File: src/rtl/uart_tx_fifo.sv
// FIFO-buffered UART transmitter: configurable data/stop bits, integer baud divider.
// Optional parity bit is compiled in when UART_TX_PARITY_EN is defined.
module uart_tx_fifo #(
    parameter int DATA_BITS  = 8,
    parameter int STOP_BITS  = 1,
    parameter int FIFO_DEPTH = 4,
    parameter int CLOCK_FREQ = 50_000_000,
    parameter int BAUD_RATE  = 115_200
) (
    input  logic                             clk,
    input  logic                             rst_n,
    input  logic [DATA_BITS-1:0]             wr_data,
    input  logic                             wr_valid,
    output logic                             wr_ready,
    input  logic                             parity_en,
    input  logic                             parity_odd,
    output logic                             tx,
    output logic                             busy,
    output logic [$clog2(FIFO_DEPTH+1)-1:0]  fifo_level
);

    localparam int BAUD_DIV = CLOCK_FREQ / BAUD_RATE;
    localparam int CW = $clog2(BAUD_DIV);
    localparam int PW = $clog2(FIFO_DEPTH);
    localparam int LW = $clog2(FIFO_DEPTH + 1);
    localparam int BW = $clog2(DATA_BITS);

`ifdef UART_TX_PARITY_EN
    typedef enum logic [2:0] {IDLE, START, DATA, PARITY, STOP} state_t;
`else
    typedef enum logic [2:0] {IDLE, START, DATA, STOP} state_t;
`endif

    state_t state_q, state_d;

    logic [DATA_BITS-1:0] mem [FIFO_DEPTH];
    logic [PW-1:0]        wr_ptr, rd_ptr;
    logic [LW-1:0]        level;
    logic [CW-1:0]        cnt;
    logic [BW-1:0]        bit_idx;
    logic                 stop_idx;
    logic [DATA_BITS-1:0] shift;
    logic                 push, pop, empty, tick;

    assign empty      = (level == '0);
    assign wr_ready   = (level != LW'(FIFO_DEPTH));
    assign push       = wr_valid && wr_ready;
    assign tick       = (cnt == CW'(BAUD_DIV - 1));
    assign busy       = (state_q != IDLE) || !empty;
    assign fifo_level = level;

`ifdef UART_TX_PARITY_EN
    logic par_en_q, par_bit_q;

    always_ff @(posedge clk or negedge rst_n) begin
        if (!rst_n) begin
            par_en_q  <= 1'b0;
            par_bit_q <= 1'b0;
        end else if (pop) begin
            par_en_q  <= parity_en;
            par_bit_q <= (^mem[rd_ptr]) ^ parity_odd;
        end
    end
`else
    logic unused_parity;
    assign unused_parity = parity_en ^ parity_odd;
`endif

    always_ff @(posedge clk or negedge rst_n) begin
        if (!rst_n) state_q <= IDLE;
        else        state_q <= state_d;
    end

    always_comb begin
        state_d = state_q;
        pop     = 1'b0;
        unique case (state_q)
            IDLE: begin
                if (!empty) begin
                    state_d = START;
                    pop     = 1'b1;
                end
            end
            START: if (tick) state_d = DATA;
            DATA: begin
                if (tick && bit_idx == BW'(DATA_BITS - 1)) begin
`ifdef UART_TX_PARITY_EN
                    state_d = par_en_q ? PARITY : STOP;
`else
                    state_d = STOP;
`endif
                end
            end
`ifdef UART_TX_PARITY_EN
            PARITY: if (tick) state_d = STOP;
`endif
            STOP: begin
                // Chain straight into the next start bit when data is waiting.
                if (tick && stop_idx == 1'(STOP_BITS - 1)) begin
                    if (!empty) begin
                        state_d = START;
                        pop     = 1'b1;
                    end else begin
                        state_d = IDLE;
                    end
                end
            end
            default: state_d = IDLE;
        endcase
    end

    always_comb begin
        tx = 1'b1;
        unique case (state_q)
            START:   tx = 1'b0;
            DATA:    tx = shift[0];
`ifdef UART_TX_PARITY_EN
            PARITY:  tx = par_bit_q;
`endif
            default: tx = 1'b1;
        endcase
    end

    always_ff @(posedge clk) begin
        if (push) mem[wr_ptr] <= wr_data;
    end

    always_ff @(posedge clk or negedge rst_n) begin
        if (!rst_n) begin
            wr_ptr <= '0;
            rd_ptr <= '0;
            level  <= '0;
        end else begin
            if (push) wr_ptr <= wr_ptr + PW'(1);
            if (pop)  rd_ptr <= rd_ptr + PW'(1);
            unique case ({push, pop})
                2'b10:   level <= level + LW'(1);
                2'b01:   level <= level - LW'(1);
                default: level <= level;
            endcase
        end
    end

    always_ff @(posedge clk or negedge rst_n) begin
        if (!rst_n) begin
            cnt      <= '0;
            bit_idx  <= '0;
            stop_idx <= 1'b0;
            shift    <= '0;
        end else begin
            if (state_q == IDLE || tick) cnt <= '0;
            else                         cnt <= cnt + CW'(1);

            if (state_q != DATA)  bit_idx <= '0;
            else if (tick)        bit_idx <= bit_idx + BW'(1);

            if (state_q != STOP)  stop_idx <= 1'b0;
            else if (tick)        stop_idx <= ~stop_idx;

            if (pop)                          shift <= mem[rd_ptr];
            else if (state_q == DATA && tick) shift <= shift >> 1;
        end
    end

endmodule

File: config.mk
export PLATFORM = sky130hd
export DESIGN_NAME = uart_tx_fifo
export DESIGN_NICKNAME = d
export VERILOG_FILES = /design/src/rtl/uart_tx_fifo.sv
export SDC_FILE = /design/constraint.sdc
export NUM_CORES = 1
export LEC_CHECK = 0
export CORE_ASPECT_RATIO = 0.7
export CORE_UTILIZATION = 45
export CTS_BUF_LIST = sky130_fd_sc_hd__clkbuf_8
export CTS_CLUSTER_SIZE = 24
export DETAILED_ROUTE_END_ITERATION = 8
export PLACE_DENSITY = 0.66
export SLEW_MARGIN = 30
export SYNTH_ARGS = -nofsm -noshare
export SYNTH_HDL_FRONTEND = slang
export SYNTH_SLANG_ARGS = --single-unit
File: constraint.sdc
create_clock -name clk -period 2.56 [get_ports clk]
set_input_delay 0.512 -clock clk [delete_from_list [all_inputs] [get_ports clk]]
set_output_delay 0.512 -clock clk [all_outputs]
set_load 0.01 [all_outputs]
-- Yosys cells after proc, flatten, opt, wreduce, memory -nomap -nowiden
Memories as Yosys holds them, arrays and structs flattened.
Index checks and enable logic that the tools add are counted.
- add/sub/neg operators: 6
- eq/ne operators: 14
- multiplexer cells: 20
- bitwise operators: 1
- reductions and logical operators: 15
- operators by type and width (kind ; number):
    $mux 3 ; 6
    $mux 8 ; 2
    $pmux 3 s4 ; 1
    $add 9x1->9 const B ; 1
    $eq 9x9->1 const B ; 1
    $mux 9 ; 1
    $ne 2x2->1 const B ; 4
    $reduce_bool 2->1 ; 4
    $mux 1 ; 7
    $add 3x1->3 const B ; 2
    $eq 3x2->1 const B ; 2
    $logic_not 3->1 ; 2
    $ne 3x2->1 const B ; 2
    $pmux 3 s2 ; 1
    $add 2x1->2 const B ; 2
    $logic_and 1x1->1 ; 4
    $pmux 1 s2 ; 2
    $reduce_and 4->1 ; 1
    $eq 3x1->1 const B ; 1
    $eq 3x3->1 const B ; 1
    $ne 3x3->1 const B ; 1
    $reduce_bool 3->1 ; 1
    $sub 3x1->3 const B ; 1
    $eq 2x1->1 const B ; 1
    other kinds (4) ; 5
- bits in registers: 31
- RAM bits: 32
- input port bits: 13
- output and inout bits: 6
- word-level logic and storage cells: 65
- memories: 1
- memories (name ; depth ; bits a word ; rd ports ; clocked after memory_dff ; write ports ; RTL line ; source):
    mem ; 4 ; 8 ; 1 ; 0 ; 1 ; 36 ; logic [DATA_BITS-1:0] mem [FIFO_DEPTH];

-- Logic depth before layout (Yosys ltp)
- depth in word-level cells: 6
- gate-level depth with buffers: 13
- mapped depth without buffers: 12

-- Least setup slack after synthesis
Ideal clock, no wire load.
- kind: register -> register
- from: register cnt[1]
- to: register level[2], in the netlist fifo_level[2]
- library setup time: 0.079 ns
- data arrival time: 2.413 ns
- data required time: 2.481 ns
- slack: 0.068 ns
- cell stages (with the launch flop): 14
- path buffers: 1
- clock period less this slack: 2.492 ns
- cells stage by stage: dfrtp_1 inv_1 ha_1 and4b_1 a41oi_1 or3_1 buf_6 inv_1 ha_1 inv_1 fa_1 xor2_1 nor2_1 xor2_1
- longest elaborated chain between the ends: 6
- elaborated cells between the ends (all ways): 8
- those cells by class: eq/ne (3); mux (3); reduce/logical (2)
- ends and longest elaborated chain (item ; RTL line ; source):
    start, declared ; 39 ; logic [CW-1:0] cnt;
    start signal, assigned ; 152 ; else cnt <= cnt + CW'(1);
    $eq 9x9->1 (*) ; 48 ; assign tick = (cnt == CW'(BAUD_DIV - 1));
    $logic_and 1x1->1 (*) ; 99 ; if (tick && stop_idx == 1'(STOP_BITS - 1)) begin
    $mux 1 (*) ; 99 ;
    $pmux 1 s2 (*) ; 77 ; unique case (state_q)
    $eq 2x1->1 / $eq 2x2->1 (equally long branches) ; 136 ; unique case ({push, pop})
    $pmux 3 s2 / $reduce_bool 2->1 (equally long branches) ; -- ;
    end signal, assigned ; 137 ; 2'b10: level <= level + LW'(1);
    end signal, assigned ; 138 ; 2'b01: level <= level - LW'(1);
    end signal, assigned ; 139 ; default: level <= level;
    end, declared ; 38 ; logic [LW-1:0] level;
Mark *: on every way between the ends. The rest lies on a longest branch, timed or not.
A chain may end at the register's enable or synchronous reset.

-- Final worst setup path
Ends and elaborated chain as after synthesis.

==> impl_metrics.sql <==
INSERT INTO impl_metrics (metric_group, metric, value, unit) VALUES
('run_status', 'outcome', 'finished, final reports clean', ''),
('synthesis', 'yosysTopAreaCellShare', '0.349', ''),
('timing', 'finalHoldWorstSlack', '0.522', 'ns'),
('synthesis', 'synth.avg_cell_area', '13.6', 'um^2'),
('die', 'die-area', '0.00644', 'mm^2'),
('synthesis', 'syn_area', '0.00275', 'mm^2'),
('timing', 'setup_repair_after_global_routing_missed_its_margin', 'yes', ''),
('cts', 'htree_num_levels', '3', ''),
('route', 'drtIter0Drc', '99', ''),
('synthesis', 'synth_edf_count', '32', ''),
('setup_path', 'timing.critical_path.required', '2.83', 'ns'),
('layout', 'final_instance_count_without_filler_cells', '315', ''),
('power', 'leakagePower', '1.37', 'nW'),
('global_routing', 'grt_antenna_before_repair', '0', ''),
('setup_path', 'worstSetupEndpointType', 'register', ''),
('placed_design', 'place.port_buffers', '16', ''),
('worst_hold_path', 'worstHoldPathType', 'register to register', ''),
('setup_path', 'cp_launch_type', 'register', ''),
('cts', 'cts.root.buffer_cell', 'sky130_fd_sc_hd__clkbuf_8', ''),
('timing', 'worst_clock_skew', '0.00445', 'ns'),
('die', 'ioPinCount', '19', ''),
('synthesis', 'ys_ff_latch', '62', ''),
('route', 'via_count', '1539', ''),
('synthesis', 'synth-warning-count', '0', ''),
('timing', 'fmaxAchievable', '408', 'MHz'),
('synthesis', 'yosys.cell_count.top_type', 'sky130_fd_sc_hd__edfxtp_1', ''),
('timing', 'setup_violations', '0', ''),
('cts', 'tritoncts.num_buffers', '9', ''),
('cts', 'cts_hold_repair.buffers', '0', ''),
('layout', 'design.final.nets', '262', ''),
('setup_path', 'critical_path_class', 'register to register', ''),
('die', 'starting_density_of_the_core', '0.473', ''),
('placed_design', 'minimum_setup_slack_after_placement', '-0.0101', 'ns'),
('synthesis', 'synth_commonest_cells', 'sky130_fd_sc_hd__edfxtp_1 (32), sky130_fd_sc_hd__dfrtp_1 (30), sky130_fd_sc_hd__nor2_1 (24), sky130_fd_sc_hd__inv_1 (15), sky130_fd_sc_hd__ha_1 (13)', ''),
('power', 'cellPowerDensity', '1080', 'mW/mm^2'),
('placed_design', 'dp_cells', '295', ''),
('timing', 'report.final.slew_viol_count', '0', ''),
('timing', 'max_slew_headroom', '0.638', ''),
('die', 'die_h', '67.4', 'um'),
('synthesis', 'synth-seq-area-share', '0.622', ''),
('timing', 'min_period_over_period', '0.956', ''),
('die', 'floorplan.core_area', '0.00581', 'mm^2'),
('layout', 'area.growth.synth_to_final', '18.7', '%'),
('route', 'route.antenna.remaining_nets', '0', ''),
('setup_path', 'crit_arrival', '2.71', 'ns'),
('global_routing', 'gr-total-overflow', '0', ''),
('global_routing', 'track_usage', '0.168', ''),
('cts', 'clk_transition_reported_paths', '0.08', 'ns'),
('layout', 'final_layout_size_suffix_gt1_frac', '0.192', ''),
('synthesis', 'syn-instance-count', '203', ''),
('route', 'route.detailed.drc', '0', ''),
('timing', 'fin_crit', '2.45', 'ns'),
('global_routing', 'global_route_wire_length_before_repair', '7.57', 'mm'),
('route', 'drt_pre_antenna_iters', '4', ''),
('synthesis', 'synthDistinctLibCells', '31', ''),
('power', 'ir_worst_vdd', '0.498', 'mV'),
('timing', 'report.final.hold_viol_count', '0', ''),
('setup_path', 'cp_max_fo', '3', ''),
('synthesis', 'synth.top_cells.by_area', 'sky130_fd_sc_hd__edfxtp_1 (35%), sky130_fd_sc_hd__dfrtp_1 (27%), sky130_fd_sc_hd__mux4_2 (6.5%), sky130_fd_sc_hd__ha_1 (5.9%), sky130_fd_sc_hd__nor2_1 (3.3%)', ''),
('timing', 'worst-slew-pin-transition', '0.542', 'ns'),
('route', 'detail_route.wl_per_cell', '13.9', 'um'),
('timing', 'layout_setup_ws', '0.112', 'ns'),
('cts', 'clock_latency', '0.34', 'ns'),
('layout', 'antenna-diode-count', '0', ''),
('global_routing', 'grt_start_max_net_pins', '31', ''),
('cts', 'cts.sink_count', '62', ''),
('die', 'die_w', '95.5', 'um'),
('placed_design', 'dp_hpwl', '3.11', 'mm'),
('synthesis', 'async_set_reset_flop_share_out_of_synthesis', '0.484', ''),
('route', 'totalWireLength', '4.39', 'mm'),
('synthesis', 'synth_area_leader_cell', 'sky130_fd_sc_hd__edfxtp_1', ''),
('cts', 'cts-root-to-sink-buffers', '2', ''),
('route', 'post_drt_via_cell_ratio', '4.89', ''),
('die', 'rows', '23', ''),
('cts', 'tritoncts', 'yes', ''),
('layout', 'post_route_core_utilization', '0.562', ''),
('job', 'max_cap_violations', '0', ''),
('global_routing', 'number_of_global_route_vias_before_repair', '1498', ''),
('synthesis', 'synth_flop_cell', 'sky130_fd_sc_hd__edfxtp_1', ''),
('synthesis', 'syn_nets', '230', ''),
('placed_design', 'place_congestion', '0.747', '');
## through the flow
step / TNS [ns] / power [W] / instance area, um^2
after floorplan: 0 / 0.00234 / 2750
after global placement: 0 / 0.00267 / 3020
after detailed placement: -0.0101 / 0.00269 / 3020
after CTS: 0 / 0.00350 / 3210
after global routing: -0.0869 / 0.00381 / 3270
final: 0 / 0.00352 / 3270
## path summary, 6_finish.rpt
path | from | to | slack, ns | depth (start not counted)
setup reg to reg | cnt[1]$_DFF_PN0_ | fifo_level[2]$_DFFE_PN0P_ | 0.11 | 12
max in group asynchronous | rst_n | cnt[2]$_DFF_PN0_ | 1.72 | 2
hold / removal | shift[7]$_DFFE_PN0P_ | shift[7]$_DFFE_PN0P_ | 0.52 | 2
min in group asynchronous | rst_n | cnt[6]$_DFF_PN0_ | 0.55 | 2
setup / recovery | cnt[1]$_DFF_PN0_ | fifo_level[2]$_DFFE_PN0P_ | 0.11 | 12
hold reg to reg | shift[7]$_DFFE_PN0P_ | shift[7]$_DFFE_PN0P_ | 0.52 | 2
## critical path, stage by stage (launching register included)
cell and delay, ns:
sky130_fd_sc_hd__dfrtp_1 0.40, sky130_fd_sc_hd__inv_1 0.06, sky130_fd_sc_hd__ha_1 0.13, sky130_fd_sc_hd__and4b_1 0.25, sky130_fd_sc_hd__a41oi_2 0.10, sky130_fd_sc_hd__or3_4 0.42
sky130_fd_sc_hd__inv_4 0.07, sky130_fd_sc_hd__ha_4 0.12, sky130_fd_sc_hd__inv_1 0.05, sky130_fd_sc_hd__fa_2 0.34, sky130_fd_sc_hd__xor2_1 0.15, sky130_fd_sc_hd__nor2_1 0.13
sky130_fd_sc_hd__xor2_1 0.15
## final cells by class
class | count | area, um^2
clock buffer | 9 | 124
clock inverter | 7 | 62.6
fill | 482 | 2550
inverter | 15 | 58.8
multi-input combinational | 120 | 972
sequential | 62 | 1710
tap | 75 | 93.8
timing repair buffer | 27 | 243
## metal layers
metal	routed length [um]	vias up	part of all wire	track usage
li1	-	781	-	-
met4	35	0	0.0080	0.0672
met2	1870	18	0.43	0.217
met1	2310	738	0.53	0.246
met5	0	-	0	0
met3	165	2	0.038	0.0721
## report_power, final
part / switching [W] / internal (W) / leakage, nW
clock: 0.000420 / 0.000374 / 0.0936
combinational: 0.000580 / 0.000618 / 0.607
sequential: 0.000192 / 0.00134 / 0.666
## cells by family (layout without fill, tap and decap cells)
kind of cell | after synthesis | after routing | share of synthesized area
xor+xnor | 13 | 13 | 0.0414
compound gates | 20 | 20 | 0.0427
flops | 62 | 62 | 0.622
buf+inv | 21 | 58 | 0.0346
simple gates | 57 | 57 | 0.0978
mux | 16 | 16 | 0.0950
fa+ha+maj | 14 | 14 | 0.0664
## sequential cells by signal, indices dropped and copies added (netlist names)
| signal | cells |
|---|---|
| rd_ptr | 2 |
| state_q | 2 |
| wr_ptr | 2 |
| stop_idx | 1 |
| bit_idx | 3 |
| shift | 8 |
| fifo_level | 3 |
| cnt | 9 |
| mem | 32 |
## cells in the final DEF (no fill, tap or decap), types with 6 or more instances in the layout
master / netlist / layout
sky130_fd_sc_hd__buf_4: 0 / 11
sky130_fd_sc_hd__clkbuf_8: 0 / 9
sky130_fd_sc_hd__clkdlybuf4s50_1: 0 / 16
sky130_fd_sc_hd__mux2i_1: 7 / 7
sky130_fd_sc_hd__edfxtp_1: 32 / 32
sky130_fd_sc_hd__inv_1: 15 / 14
sky130_fd_sc_hd__and3_1: 6 / 6
sky130_fd_sc_hd__nor2_1: 24 / 24
sky130_fd_sc_hd__xor2_1: 6 / 6
sky130_fd_sc_hd__xnor2_1: 7 / 7
sky130_fd_sc_hd__dfrtp_1: 30 / 30
sky130_fd_sc_hd__a21oi_1: 12 / 12
sky130_fd_sc_hd__nand2_1: 12 / 12
sky130_fd_sc_hd__ha_1: 13 / 12
sky130_fd_sc_hd__mux4_2: 8 / 8
## what timing repair did
item | in CTS | in global routing
pin swaps | 1 | 3
gates resized for setup | 0 | 7
endpoints found under the setup margin | 1 | 1
setup buffers | 1 | 3
No activity file was read; power rests on OpenSTA's default activity.
